## config.mk

```make
export PLATFORM = sky130hd
export DESIGN_NAME = mem_port_unit
export DESIGN_NICKNAME = d
export VERILOG_FILES = /design/src/rtl/mips_pkg.sv /design/src/rtl/ir_decode.sv /design/src/rtl/mem_port_unit.sv
export SDC_FILE = /design/constraint.sdc
export NUM_CORES = 1
export LEC_CHECK = 0
export ABC_AREA = 1
export ABC_CLOCK_PERIOD_IN_PS = 5300
export CORE_ASPECT_RATIO = 1.2
export CORE_MARGIN = 1
export CORE_UTILIZATION = 40
export CTS_CLUSTER_SIZE = 14
export DETAILED_ROUTE_END_ITERATION = 10
export PLACE_DENSITY = 0.81
export SYNTH_ARGS = -nofsm -noshare
export SYNTH_HDL_FRONTEND = slang
export SYNTH_SLANG_ARGS = --single-unit
```

## constraint.sdc

```tcl
create_clock -name clk -period 5.3 [get_ports clk]
set_input_delay 0.795 -clock clk [delete_from_list [all_inputs] [get_ports clk]]
set_output_delay 0.795 -clock clk [all_outputs]
set_load 0.1 [all_outputs]
```

## src/rtl/mips_pkg.sv

```systemverilog
// Shared MIPS definitions: opcode/funct constants, instruction field positions
// and the memory-port FSM state encoding.
package mips_pkg;

    localparam logic [5:0] OP_RTYPE = 6'h00;
    localparam logic [5:0] OP_J     = 6'h02;
    localparam logic [5:0] OP_BEQ   = 6'h04;
    localparam logic [5:0] OP_ADDI  = 6'h08;
    localparam logic [5:0] OP_LW    = 6'h23;
    localparam logic [5:0] OP_SW    = 6'h2B;

    localparam logic [5:0] FN_SLL   = 6'h00;
    localparam logic [5:0] FN_SRL   = 6'h02;
    localparam logic [5:0] FN_ADD   = 6'h20;
    localparam logic [5:0] FN_SUB   = 6'h22;
    localparam logic [5:0] FN_AND   = 6'h24;
    localparam logic [5:0] FN_OR    = 6'h25;
    localparam logic [5:0] FN_SLT   = 6'h2A;

    localparam int OP_HI  = 31;
    localparam int OP_LO  = 26;
    localparam int RS_HI  = 25;
    localparam int RS_LO  = 21;
    localparam int RT_HI  = 20;
    localparam int RT_LO  = 16;
    localparam int RD_HI  = 15;
    localparam int RD_LO  = 11;
    localparam int SH_HI  = 10;
    localparam int SH_LO  = 6;
    localparam int FN_HI  = 5;
    localparam int FN_LO  = 0;
    localparam int IMM_HI = 15;
    localparam int IMM_LO = 0;

    typedef enum logic [1:0] {
        ST_IDLE = 2'd0,
        ST_REQ  = 2'd1,
        ST_WAIT = 2'd2,
        ST_DONE = 2'd3
    } mem_state_t;

    function automatic logic is_mem_op(input logic [5:0] op);
        return (op == OP_LW) || (op == OP_SW);
    endfunction

    function automatic logic is_branch_or_jump(input logic [5:0] op);
        return (op == OP_BEQ) || (op == OP_J);
    endfunction

    function automatic logic is_shift_funct(input logic [5:0] op, input logic [5:0] fn);
        return (op == OP_RTYPE) && ((fn == FN_SLL) || (fn == FN_SRL));
    endfunction

    function automatic logic is_arith_funct(input logic [5:0] fn);
        return (fn == FN_ADD) || (fn == FN_SUB) || (fn == FN_AND) ||
               (fn == FN_OR)  || (fn == FN_SLT) || (fn == OP_ADDI);
    endfunction

endpackage

```

## src/rtl/ir_decode.sv

```systemverilog
// Combinational field slicer from the instruction register to decode outputs.
module ir_decode
    import mips_pkg::*;
(
    input  logic [31:0] instr,
    output logic [5:0]  op_code,
    output logic [5:0]  funct,
    output logic [4:0]  rs,
    output logic [4:0]  rt,
    output logic [4:0]  rd,
    output logic [4:0]  shamt,
    output logic [15:0] imm16
);

    assign op_code = instr[OP_HI:OP_LO];
    assign rs      = instr[RS_HI:RS_LO];
    assign rt      = instr[RT_HI:RT_LO];
    assign rd      = instr[RD_HI:RD_LO];
    assign shamt   = instr[SH_HI:SH_LO];
    assign funct   = instr[FN_HI:FN_LO];
    assign imm16   = instr[IMM_HI:IMM_LO];

endmodule

```

## src/rtl/mem_port_unit.sv

```systemverilog
// Memory-access stage: issues req/gnt/rvalid transactions for the multi-cycle
// controller, owns IR and MDR, and stalls the controller until each access ends.
module mem_port_unit
    import mips_pkg::*;
#(
    parameter int DATA_W   = 32,
    parameter int MAX_WAIT = 15,
    parameter int CNT_W    = 4
) (
    input  logic              clk,
    input  logic              reset,
    input  logic              MemRead,
    input  logic              MemWrite,
    input  logic              IorD,
    input  logic              IRWrite,
    input  logic [DATA_W-1:0] PC,
    input  logic [DATA_W-1:0] ALUOut,
    input  logic [DATA_W-1:0] WriteData,
    output logic              mem_req,
    output logic              mem_we,
    output logic [DATA_W-1:0] mem_addr,
    output logic [DATA_W-1:0] mem_wdata,
    input  logic              mem_gnt,
    input  logic              mem_rvalid,
    input  logic [DATA_W-1:0] mem_rdata,
    output logic [DATA_W-1:0] Instr,
    output logic [5:0]        OpCode,
    output logic [5:0]        Funct,
    output logic [4:0]        Rs,
    output logic [4:0]        Rt,
    output logic [4:0]        Rd,
    output logic [4:0]        Shamt,
    output logic [15:0]       Imm16,
    output logic [DATA_W-1:0] MemData,
    output logic              Stall,
    output logic              BusErr
);

    mem_state_t        state_q, state_d;
    logic [CNT_W-1:0]  cnt_q;
    logic              dst_q;
    logic [DATA_W-1:0] ir_q, mdr_q;

    logic              acc, illegal, misaligned, legal, timeout;
    logic [DATA_W-1:0] sel_addr;
    logic              launch, drop_req, load_rd, set_err, cnt_en;

    assign acc        = MemRead | MemWrite;
    assign sel_addr   = IorD ? ALUOut : PC;
    assign illegal    = MemRead & MemWrite;
    assign misaligned = |sel_addr[1:0];
    assign legal      = ~illegal & ~misaligned;
    assign timeout    = (cnt_q == CNT_W'(MAX_WAIT - 1));

    always_ff @(posedge clk or posedge reset) begin
        if (reset) state_q <= ST_IDLE;
        else       state_q <= state_d;
    end

    // A write completing on the last allowed cycle wins over the timeout;
    // a read granted on that cycle still aborts because its data is outstanding.
    always_comb begin
        state_d = state_q;
        case (state_q)
            ST_IDLE: if (acc) state_d = legal ? ST_REQ : ST_DONE;
            ST_REQ: begin
                if (mem_gnt && mem_we) state_d = ST_DONE;
                else if (timeout)      state_d = ST_DONE;
                else if (mem_gnt)      state_d = ST_WAIT;
            end
            ST_WAIT: if (mem_rvalid || timeout) state_d = ST_DONE;
            default: state_d = ST_IDLE;
        endcase
    end

    always_comb begin
        launch   = 1'b0;
        drop_req = 1'b0;
        load_rd  = 1'b0;
        set_err  = 1'b0;
        cnt_en   = 1'b0;
        Stall    = 1'b0;
        case (state_q)
            ST_IDLE: begin
                launch  = acc & legal;
                set_err = acc & ~legal;
                Stall   = acc & legal;
            end
            ST_REQ: begin
                drop_req = mem_gnt | timeout;
                set_err  = timeout & ~(mem_gnt & mem_we);
                cnt_en   = 1'b1;
                Stall    = 1'b1;
            end
            ST_WAIT: begin
                load_rd = mem_rvalid;
                set_err = timeout & ~mem_rvalid;
                cnt_en  = 1'b1;
                Stall   = 1'b1;
            end
            default: ;
        endcase
    end

    always_ff @(posedge clk or posedge reset) begin
        if (reset) begin
            mem_req   <= 1'b0;
            mem_we    <= 1'b0;
            mem_addr  <= '0;
            mem_wdata <= '0;
            dst_q     <= 1'b0;
            cnt_q     <= '0;
            ir_q      <= '0;
            mdr_q     <= '0;
            BusErr    <= 1'b0;
        end else begin
            if (launch) begin
                mem_req   <= 1'b1;
                mem_we    <= MemWrite;
                mem_addr  <= sel_addr;
                mem_wdata <= WriteData;
                dst_q     <= IRWrite;
            end else if (drop_req) begin
                mem_req <= 1'b0;
            end
            if (launch)      cnt_q <= '0;
            else if (cnt_en) cnt_q <= cnt_q + 1'b1;
            if (load_rd &&  dst_q) ir_q  <= mem_rdata;
            if (load_rd && !dst_q) mdr_q <= mem_rdata;
            if (set_err) BusErr <= 1'b1;
        end
    end

    assign Instr   = ir_q;
    assign MemData = mdr_q;

    ir_decode u_ir_decode (
        .instr   (ir_q[31:0]),
        .op_code (OpCode),
        .funct   (Funct),
        .rs      (Rs),
        .rt      (Rt),
        .rd      (Rd),
        .shamt   (Shamt),
        .imm16   (Imm16)
    );

endmodule

```

# == Word level (Yosys, flattened, before mapping) ==
# Index checks and enable logic that the tools add are counted.
# Widths: inputs -> output; s select.
# totals
regBits,138
input_bits,136
wordCells,60
# classes
reduce_logical,11
eq_ne,6
n_mux,18
bitwise_logic,14
n_addsub,1
# ops
op,count
$mux 32,1
$mux 2,6
$mux 4,2
$and 1x1->1,7
$mux 1,6
$pmux 2 s3,1
$not 1->1,5
$add 4x1->4 const B,1
$eq 4x4->1 const B,1
$ne 2x2->1 const B,2
$ne 4x4->1 const B,1
$reduce_bool 2->1,2
$reduce_or 2->1,2
$logic_and 1x1->1,3
$pmux 1 s3,1
$reduce_and 3->1,1
$eq 2x1->1 const B,1
$eq 2x2->1 const B,1
$logic_not 2->1,1
$or 1x1->1,2
$pmux 1 s2,1
$logic_not 1->1,1
$logic_or 1x1->1,1

# == Longest topological paths before layout ==
# depth
depth_word,7
mapped_depth,10
mapped_depth_nobuf,9

# == By module ==
# A second synthesis with hierarchy kept.
# hier_totals
hier_cells,657
hier_area_um2,6104.6
# by_module_without_submodules
mod,seq_area_each_um2,n_inst,area_each_um2,cells_per_inst
mem_port_unit,3453.3,1,5744.3,609
ir_decode,0.0,1,360.3,48

# == Least setup slack after synthesis ==
# Ideal clock, no wire load.
# synth_path
path_type,input to output
from,input port IorD
to,output port Stall
t_arrival_ps,2540
cell_stages,8
slack_ps,1965
t_required_ps,4505
path_cell_list,buf_4 nand2_1 nand3_1 nor2_2 nand3_2 buf_6 buf_6 a21oi_2
# synth_via
elab_chain_len,6
# synth_rtl
element,line,rtl
"start, declared",mem_port_unit.sv:14,"input logic IorD,"
$mux 32,mem_port_unit.sv:49,assign sel_addr = IorD ? ALUOut : PC;
$reduce_or 2->1,mem_port_unit.sv:51,assign misaligned = |sel_addr[1:0];
$not 1->1,mem_port_unit.sv:52,assign legal = ~illegal & ~misaligned;
$and 1x1->1,mem_port_unit.sv:52,
$and 1x1->1,mem_port_unit.sv:87,Stall = acc & legal;
$pmux 1 s2,mem_port_unit.sv:83,case (state_q)
"end, declared",mem_port_unit.sv:35,"output logic Stall,"
# No other way between the ends.

# == Worst setup path after layout ==
# Ends and elaborated chain as after synthesis.

==> parameters.txt <==
Parameter                              Value

Status
  Status ... complete, no violations

Critical path
  Kind of end point of the critical path ... output pin
  Maximum net fanout on the critical path ... 36
  Worst endpoint data arrival time ... around 2.5 ns
  Critical Setup Path Class ... input port to output pin
  CP startpoint kind ... input port
  Reg2reg path depth ... 5
  Critical path required time ... roughly 4.5 ns

Drt
  Avg WL per Cell ... between 10 and 15 um
  First DRT Iteration DRCs ... about 260
  Detailed Route WL ... 15.5 mm
  Detailed-router iteration count before antenna repair ... 4
  Via total after detailed routing ... between 5000 and 6000
  Post-detailed-route count of antenna-violating nets ... 0
  Detail-routed via count per cell ... 4.50
  Remaining design rule violation count ... 0

CTS
  Post-CTS resize count ... 0
  Buffer levels on the longest clock path ... 2
  Level count of the clock H-tree ... 4
  Hold-fix buffers, CTS ... 0
  Sinks on Clock Net ... between 100 and 150
  Number of buffers created by CTS ... 17
  Root buffer cell ... sky130_fd_sc_hd__clkbuf_16
  Clock-pin slew of the registers on the worst-case setup and hold paths ... approximately 0.060 ns
  Clock latency on the worst-skew pair ... between 0.4 and 0.5 ns
  Setup repair bufs after CTS ... 0
  TritonCTS clock tree ... yes

Cells and area
  Antenna diode count ... 0
  Layout-stage area growth over the synthesis result ... 57.3%
  Share of layout cells above drive strength 1 ... under 10%
  Final net count ... 1057

Logic synthesis
  Main combinational cell family by area after synthesis ... buffers and inverters
  Number of cells produced by synthesis ... 657
  Proportion of synthesized area in mux cells ... under 10%
  Syn nets ... 799
  Cell with the most instances after synthesis ... sky130_fd_sc_hd__nand2_1
  Most common flop cell mapped by yosys ... sky130_fd_sc_hd__dfrtp_1
  Register area share after synthesis ... between 50% and 60%
  Top cells by count, synth ... sky130_fd_sc_hd__nand2_1, sky130_fd_sc_hd__dfrtp_1, sky130_fd_sc_hd__o21ai_0
  Synthesized-area fraction occupied by adder cells ... under 10%
  Fraction of post-synthesis cell area in the top cell type by area ... 56.6%
  Synthesized-area fraction occupied by ao, oa, aoi and oai cells ... a little under an eighth
  Number of register bits inferred by synthesis ... around 140
  Top post-synthesis cells by area ... sky130_fd_sc_hd__dfrtp_1, sky130_fd_sc_hd__nand2_1, sky130_fd_sc_hd__o21ai_0
  XOR/XNOR share of the synthesized area ... 0.143%
  Fraction of synthesis flops using an asynchronous set or reset pin ... between 90% and 100%
  Cell area after synthesis ... ~6100 um2
  Library cell with the largest summed area after synthesis ... sky130_fd_sc_hd__dfrtp_1
  Share of synthesized cell area in and, or, nand and nor gates ... between 10% and 20%
  Synth Area per Inst ... 9.29 um2
  Number of flops mapped to enable cells by yosys ... 0
  Count of synthesis-stage warnings from yosys ... 0
  Number of different library cells in the post-synthesis netlist ... 25

Timing
  Accumulated negative setup slack ... 0 ns
  Rel. slew slack ... 27.9%
  Final worst-path cycle share ... about three fifths
  Final min period ... around 3.3 ns
  Maximum operating frequency ... 305 MHz
  Setup repair after global routing missed its margin ... no
  Count of pins over their slew limit ... 0
  Final Setup Violations ... 0
  Least-Margin Pin Slew ... about 1.1 ns
  Final hold violation count ... 0
  Setup skew after layout ... ~0.0087 ns

Die
  Standard-cell rows ... between 40 and 50
  Initial Utilization ... 40.8%
  Chip Width ... between 100 and 150 um
  Core Box Area ... 15000 um2
  Top-Level Pins ... 316
  Die extent in y ... 137 um
  Die area ... between 15000 and 20000 um2

GRT
  Gr ovfl total ... 0
  Maximum number of pins on one net before global-route repair ... 114
  Number of global-route vias before repair ... 4803
  Global-route usage over all layers ... about 20%
  Antenna violations before repair ... 0
  Global-route wire length before repair ... about 24 mm

Place
  Global placement routability congestion ... between 0.7 and 0.8
  Count of input and output buffers ... 315
  Detailed-placement wirelength estimate ... between 10 and 15 mm

Worst hold path
  Number of cells on the worst hold path ... 2
  Worst Hold Class ... register to register

Run
  Max-cap violation count ... 0
worst paths after layout:
path                             startpoint            end  slack [ns]
worst max-delay path                   IorD          Stall        2.02
worst min-delay path            mem_addr[0]    mem_addr[0]        0.47
worst max register to register   state_q[0]   mem_addr[15]        3.02
worst min register to register  mem_addr[0]    mem_addr[0]        0.47
max in group asynchronous             reset   mem_wdata[8]        3.25
min in group asynchronous             reset  mem_wdata[19]        0.96
placed cells by master (no fill, tap or decap), drive strengths merged:
cell           Yosys  routed
buf               61       5
bufinv             0       2
o21ai            133     133
clkdlybuf4s50      0     313
clkinv             0       2
inv               88      94
clkinvlp           0       4
a21oi              2       2
nand2            162     162
clkbuf            18      18
xnor2              1       1
mux2i             30      30
o211ai             1       1
nand4              1       1
nand3b             1       1
or2                2       2
nand3              9       9
ha                 6       6
dfrtp            138     138
a21boi             1       1
nor2               3       3
registers in the layout, summed over array words and instances, names as in the netlist:
name / cells
state_q: 2
Instr: 32
mem_addr: 32
mem_req: 1
dst_q: 1
cnt_q: 4
mem_wdata: 32
mem_we: 1
MemData: 32
BusErr: 1
routing by layer:
metal	track usage (%)	wire length (um)	share of wire, %	vias to the layer above
li1	-	-	-	2541
met1	22.0	5940	38	2310
met2	35.5	8070	52	230
met3	6.78	1240	8.0	13
met4	6.57	240	1.5	0
met5	0	0	0	-
logic make-up (layout without fill, tap and decap cells):
kind of cell	Yosys count	in the layout
compound gates	137	137
xor+xnor	1	1
fa+ha+maj	6	6
buf+inv	167	438
flops	138	138
mux	30	30
simple gates	178	178
stage by stage:
| stage | instance area, um2 | utilization [%] | hold WS [ns] | setup slack [ns] | instances |
|---|---|---|---|---|---|
| floorplan | 6100 | - | 0.467 | 0.809 | 657 |
| global placement | 9010 | 60.2 | 0.450 | 2.02 | 1100 |
| detailed placement | 9010 | 60.2 | 0.452 | 1.99 | 1100 |
| CTS | 9600 | 64.2 | 0.471 | 1.99 | 1132 |
| global route | 9600 | 64.2 | 0.496 | 1.84 | 1132 |
| finish | 9600 | 64.2 | 0.466 | 2.02 | 1132 |
layout make-up:
| type | count | area [um2] |
|---|---|---|
| fill | 1270 | 5360 |
| sequential | 138 | 3450 |
| timing repair buffer | 318 | 3170 |
| multi-input combinational | 352 | 1800 |
| clock buffer | 18 | 429 |
| inverter | 88 | 335 |
| tap | 204 | 255 |
| clock inverter | 14 | 161 |
worst max-delay path: stages:
cell	delay, ns
sky130_fd_sc_hd__buf_2	0.07
sky130_fd_sc_hd__buf_4	0.45
sky130_fd_sc_hd__inv_2	0.09
sky130_fd_sc_hd__nand2_1	0.07
sky130_fd_sc_hd__nand3_1	0.07
sky130_fd_sc_hd__nor2_2	0.18
sky130_fd_sc_hd__nand3_4	0.26
sky130_fd_sc_hd__a21oi_2	0.19
sky130_fd_sc_hd__buf_4	0.29
Power is not shown: default switching activity piles up to over one toggle a cycle in this logic, so the estimate is an artifact.
